==> src/rtl/buffer_tx.sv <==
// buffer_tx: serializes one WORD_W word into NUM_BYTES bytes, LSB first.
// Optional prefetch holding register: define BUFFER_TX_PREFETCH_EN.
module buffer_tx #(
  parameter int WORD_W = 32,
  parameter int BYTE_W = 8
) (
  input  logic              clk,
  input  logic              rst,
  input  logic              word_valid,
  output logic              word_ready,
  input  logic [WORD_W-1:0] data_in,
  output logic              byte_valid,
  input  logic              byte_ready,
  input  logic              full,
  output logic [BYTE_W-1:0] data_out,
  output logic              busy
);

  localparam int NUM_BYTES = WORD_W / BYTE_W;
  localparam int IDX_W = (NUM_BYTES > 1) ? $clog2(NUM_BYTES) : 1;
  localparam logic [IDX_W-1:0] LAST_IDX = IDX_W'(NUM_BYTES - 1);

  typedef enum logic [1:0] {
    IDLE = 2'b00,
    SEND = 2'b01
  } state_t;

  state_t            r_state;
  state_t            w_next;
  logic [WORD_W-1:0] r_shift;
  logic [IDX_W-1:0]  r_idx;
  logic              w_acc;
  logic              w_xfer;
  logic              w_last;
  logic              w_more;

`ifdef BUFFER_TX_PREFETCH_EN
  logic [WORD_W-1:0] r_hold;
  logic              r_hold_v;
`endif

  assign w_acc    = word_valid & word_ready;
  assign w_xfer   = (r_state == SEND) & byte_ready & ~full;
  assign w_last   = (r_idx == LAST_IDX);
  assign data_out = r_shift[BYTE_W-1:0];

`ifdef BUFFER_TX_PREFETCH_EN
  assign w_more = r_hold_v | w_acc;
`else
  assign w_more = 1'b0;
`endif

  // State register
  always_ff @(posedge clk) begin
    if (rst) r_state <= IDLE;
    else     r_state <= w_next;
  end

  // Next-state: stay in SEND after the last byte only if another word is ready
  always_comb begin
    w_next = r_state;
    case (r_state)
      IDLE: if (w_acc) w_next = SEND;
      SEND: if (w_xfer && w_last)
              w_next = w_more ? SEND : IDLE;
      default: w_next = IDLE;
    endcase
  end

  // Outputs decoded from state
  always_comb begin
    byte_valid = (r_state == SEND);
    busy       = (r_state == SEND);
`ifdef BUFFER_TX_PREFETCH_EN
    word_ready = ~rst & ~r_hold_v &
                 ((r_state == IDLE) | (r_state == SEND));
`else
    word_ready = ~rst & (r_state == IDLE);
`endif
  end

  // Datapath: shift register, byte index and optional holding register
  always_ff @(posedge clk) begin
    if (rst) begin
      r_shift  <= '0;
      r_idx    <= '0;
`ifdef BUFFER_TX_PREFETCH_EN
      r_hold   <= '0;
      r_hold_v <= 1'b0;
`endif
    end else begin
      case (r_state)
        IDLE: begin
          if (w_acc) begin
            r_shift <= data_in;
            r_idx   <= '0;
          end
        end
        SEND: begin
          if (w_xfer && !w_last) begin
            r_shift <= r_shift >> BYTE_W;
            r_idx   <= r_idx + 1'b1;
          end else if (w_xfer) begin
`ifdef BUFFER_TX_PREFETCH_EN
            if (r_hold_v) begin
              r_shift  <= r_hold;
              r_hold_v <= 1'b0;
            end else if (w_acc) begin
              r_shift <= data_in;
            end else begin
              r_shift <= r_shift >> BYTE_W;
            end
`else
            r_shift <= r_shift >> BYTE_W;
`endif
            r_idx <= '0;
          end
`ifdef BUFFER_TX_PREFETCH_EN
          // Park the word unless it goes straight into the shifter
          if (w_acc && !(w_xfer && w_last)) begin
            r_hold   <= data_in;
            r_hold_v <= 1'b1;
          end
`endif
        end
        default: begin
          r_shift  <= '0;
          r_idx    <= '0;
`ifdef BUFFER_TX_PREFETCH_EN
          r_hold_v <= 1'b0;
`endif
        end
      endcase
    end
  end

endmodule

==> config.mk <==
export PLATFORM = sky130hd
export DESIGN_NAME = buffer_tx
export DESIGN_NICKNAME = d
export VERILOG_FILES = /design/src/rtl/buffer_tx.sv
export SDC_FILE = /design/constraint.sdc
export NUM_CORES = 1
export LEC_CHECK = 0
export CAP_MARGIN = 10
export CORE_MARGIN = 4
export CORE_UTILIZATION = 38
export DETAILED_ROUTE_END_ITERATION = 10
export GPL_TIMING_DRIVEN = 0
export HOLD_SLACK_MARGIN = 0.03
export PLACE_DENSITY = 0.76
export SLEW_MARGIN = 0
export SYNTH_ARGS = -nofsm -noshare
export SYNTH_HDL_FRONTEND = slang
export SYNTH_SLANG_ARGS = --single-unit
export TNS_END_PERCENT = 30
==> constraint.sdc <==
create_clock -name clk -period 3.72 [get_ports clk]
set_input_delay 0.744 -clock clk [delete_from_list [all_inputs] [get_ports clk]]
set_output_delay 0.744 -clock clk [all_outputs]
set_load 0.02 [all_outputs]
==> results.md <==
- The flow ran to the end, and the final reports show no timing, DRC or antenna violations.
- The area of the core is 0.004723 mm^2.
- The final count of negative-setup-slack endpoints is 0.
- STA puts the critical path data required time at 2.98 ns.
- Dividing the detail-routed via count by the number of cells gives 4.968.
- In this run, the clock network consumes 32.5% of the power.
- Subtracting the final worst setup slack from the clock period gives 3.350 ns.
- The critical path endpoint category is a primary output.
- The number of port buffers is 47.
- Synthesis inferred 35 register bits.
- The proportion of synthesized chip area in sequential cells is 38.04%.
- The commonest cells after synthesis are dfxtp_1, a22oi_1, a21oi_2, nand3_2, a21oi_1.
- The sort of element at the start of the critical path is an input port.
- Combinational logic burns 19.2% of the power.
- The fraction of registers with async set/reset is 0%.
- In this run, CTS created clock tree buffers numbering 5.
- The die is 77.62 um wide.
- The data arrival time of the critical path is 2.61 ns.
- The most common cell in the synthesized netlist is dfxtp_1.
- Registers take 700.7 um^2.
- The number of buffers and inverters on the critical path is 4.
- Along the worst path, the maximum fanout reaches 10.
- The post-place instance area is 0.002396 mm^2.
- The count of flip-flops with a built-in enable after synthesis is 0.
- The leakage component of the power is 0.8394 nW.
- The first-pass GRT wire length is 6989 um.
- After clock tree synthesis, the flow added hold-fix buffers numbering 0.
- The via count of the first global-routing pass is 1,452.
- TritonCTS built the clock tree.
- The top cell type's share of synthesized area is 38.04%.
- The peak ir drop on the vdd network is 0.1279 mV.
- The classification of the worst-slack hold path is reg2reg.
- Global routing finished with a remaining overflow of 0.
- The count of distinct cell types in the synthesized netlist is 28.
- The area share of xor/xnor cells in the synthesized design is 0%.
- Once layout is complete, the utilization of the core stands at 52.61%.
- The area of the mapped netlist is 0.001842 mm^2.
- The number of antenna repair diodes is 0.
- The number of standard cells after synthesis is 186.
- The post-synthesis to final-layout area growth is 34.92%.
- CTS placed an instance of clkbuf_8 at the clock tree root.
- The timing-limited maximum frequency is 298.5 MHz.
- Net switching is 27.26% of the power.
- Summed over all instances, the cell type with the most area after synthesis is dfxtp_1.
- The share of synthesized cell area in full adder, half adder and majority cells is 0.6793%.
- The DRC violation count after routing is 0.
- The number of max-slew violations in the final report is 0.
- For this design the ratio of total power to cell area is 337.9 mW/mm^2.
- For the pin with the worst max-slew slack, the measured transition is 0.7208 ns.
- The average instance in the mapped netlist occupies 9.902 um^2.
- Sequential cells account for 48.3% of the total power.
- The I/O pin count is 48.
- Of the available clock period, the critical path in the final layout requires 90.05%.
- Summing over every cut layer, the via total after detailed routing is 1,530.
- In the final routed layout, each cell accounts on average for 13.75 um.
- In the synthesized netlist, mux cells make up 3.804% of the area.
- The setup slack of the most critical reg-to-reg path is 2.30 ns.
- For this run, the slowest stage of the critical path takes 0.56 ns.
- The commonest register cell after synthesis is dfxtp_1.
- After layout, the design draws a total of 0.8397 mW.
- The synthesized netlist net count is 224.
- The number of setup buffers added after CTS is 0.
- The worst relative slew slack is 51.95%.
- The compound-cell area share of the yosys netlist is 23.91%.
- The combinational family with the most area after synthesis is compound AO/OA/AOI/OAI gates.
- The final non-filler cell area is 0.002485 mm^2.
- The initial standard-cell utilization of the core is 38.99%.
- The number of hold violations in the final report is 0.
- Global routing used 14.22% of the available tracks across all layers.
- The cell family contributing the most delay on the critical path is buffers and inverters.
- The critical path goes through clkdlybuf4s50_1 > clkbuf_1 > buf_2 > nor2_1 > clkdlybuf4s50_1.
- The total wirelength of the detailed-routed design is 4236 um.
- The post-CTS resize count is 0.
- The clock network latency to the later pin of the worst-skew pair is 0.29 ns.
- The clock tree skew after final layout is 0.005505 ns.
- The deepest clock path buffer count is 2.
- In this run the power spent charging and discharging nets is 0.2289 mW.
- The post-route antenna net violation count is 0.
- The number of sinks driven by the clock tree is 35.
- The floorplan step set the die height to 77.62 um.
- The die area is 0.006025 mm^2.
- After floorplanning, the core was divided into 25 placement rows.
- The number of detailed-routing iterations run before antenna repair is 4.
- After the first detailed-routing iteration, the DRC count stood at 46.
- The number of max-capacitance violations reported is 0.
- After clock tree synthesis, the clock-pin slew on the worst setup and hold paths is 0.08 ns.
- Of the total synthesized cell area, the portion taken by AND, OR, NAND and NOR gates is 22.55%.
- The largest net degree at the start of global routing is 13.
- The cell that appears most often on the critical path is clkdlybuf4s50_1.
- The Yosys step of the flow raised 0 warnings.
- The internal cell power is 0.6108 mW.
- After legalization and detailed placement, the total HPWL measured 3062 um.
- The total negative slack for setup checks is 0 ns.
- Setup repair after global routing left no endpoint under its margin.
- The number of nets at the end of the flow is 278.
- The multi-input gate area in the final layout is 938.4 um^2.
- At the end of routability-driven placement, the weighted congestion stood at 0.8126.
- Cells with a size suffix above 1 make up 30.29% of the layout.
- The type of the worst setup path is in2out.
- The slowest library cell on the worst path is clkdlybuf4s50_1.
- The number of H-tree levels is 2.
- The layout has 427 filler cells.
- In the post-synthesis netlist, the biggest area contributors are dfxtp_1, nand3_2, a22oi_1, a21oi_2, a21oi_1.
- The initial antenna violation count came to 0.
## registers in the layout (all words and copies together), names as in the netlist
signal	flops
r_shift	32
r_state	1
r_idx	2
## worst paths after layout
path                                              start  cells past startpoint                        to
worst max-delay path                                rst                      5                word_ready
worst min-delay path            r_shift[7]$_SDFFE_PP0P_                      2   r_shift[7]$_SDFFE_PP0P_
worst max register to register  r_state[0]$_SDFFE_PP0P_                      6  r_shift[17]$_SDFFE_PP0P_
worst min register to register  r_shift[7]$_SDFFE_PP0P_                      2   r_shift[7]$_SDFFE_PP0P_
## routing by layer
layer	GRT usage [%]	share of wire (%)
met3	4.640	6.3
met1	19.37	49
met5	0	0
met2	20.72	44
met4	5.338	1.2
## placed cells by master (no fill, tap or decap), types with 2 or more instances in the layout
master           count
clkbuf_1             5
buf_12               2
clkbuf_8             5
a22oi_1             24
a21oi_1             14
clkdlybuf4s50_1     47
nand2b_1             3
mux2i_1              7
or2_0                7
nor2_1               3
dfxtp_1             35
clkinvlp_4           2
buf_4                9
nand3_1             12
buf_6                2
buf_2               10
nand3_2             20
a21oi_2             20
## power by group through the flow
stage | logic (mW) | clock network [mW] | registers (mW)
global placement | 0.159 | 0 | 0.414
global route | 0.173 | 0.299 | 0.408
CTS | 0.162 | 0.282 | 0.406
detailed placement | 0.161 | 0 | 0.415
finish | 0.161 | 0.273 | 0.406
floorplan | 0.0928 | 0 | 0.412
## worst reg2reg max path: cells and delay by family, from the launching register on
kind            cells  cell delay (ns)
buf+inv             3             0.50
flops               1             0.33
compound gates      2             0.32
simple gates        1             0.16
## through the flow
step,instances,hold slack (ns),worst slack [ns]
after global routing,308,0.4835,0.2619
after global placement,300,0.4543,0.3621
after detailed placement,300,0.4561,0.3658
after CTS,308,0.4701,0.3458
final,308,0.4664,0.3701
after floorplan,186,0.4450,1.588
## cells by family (layout without fill, tap and decap cells)
logic type      after synthesis  after routing
mux                           7              7
compound gates               60             60
flops                        35             35
fa+ha+maj                     1              1
buf+inv                      29             84
simple gates                 54             54
## layout make-up
class	instances	share of cell area [%]
multi-input combinational	122	37.76
tap	67	3.374
clock buffer	5	2.769
sequential	35	28.20
inverter	1	0.1511
clock inverter	3	0.8056
buffer	28	8.006
timing repair buffer	47	18.93
(Power assumes the default switching activity.)
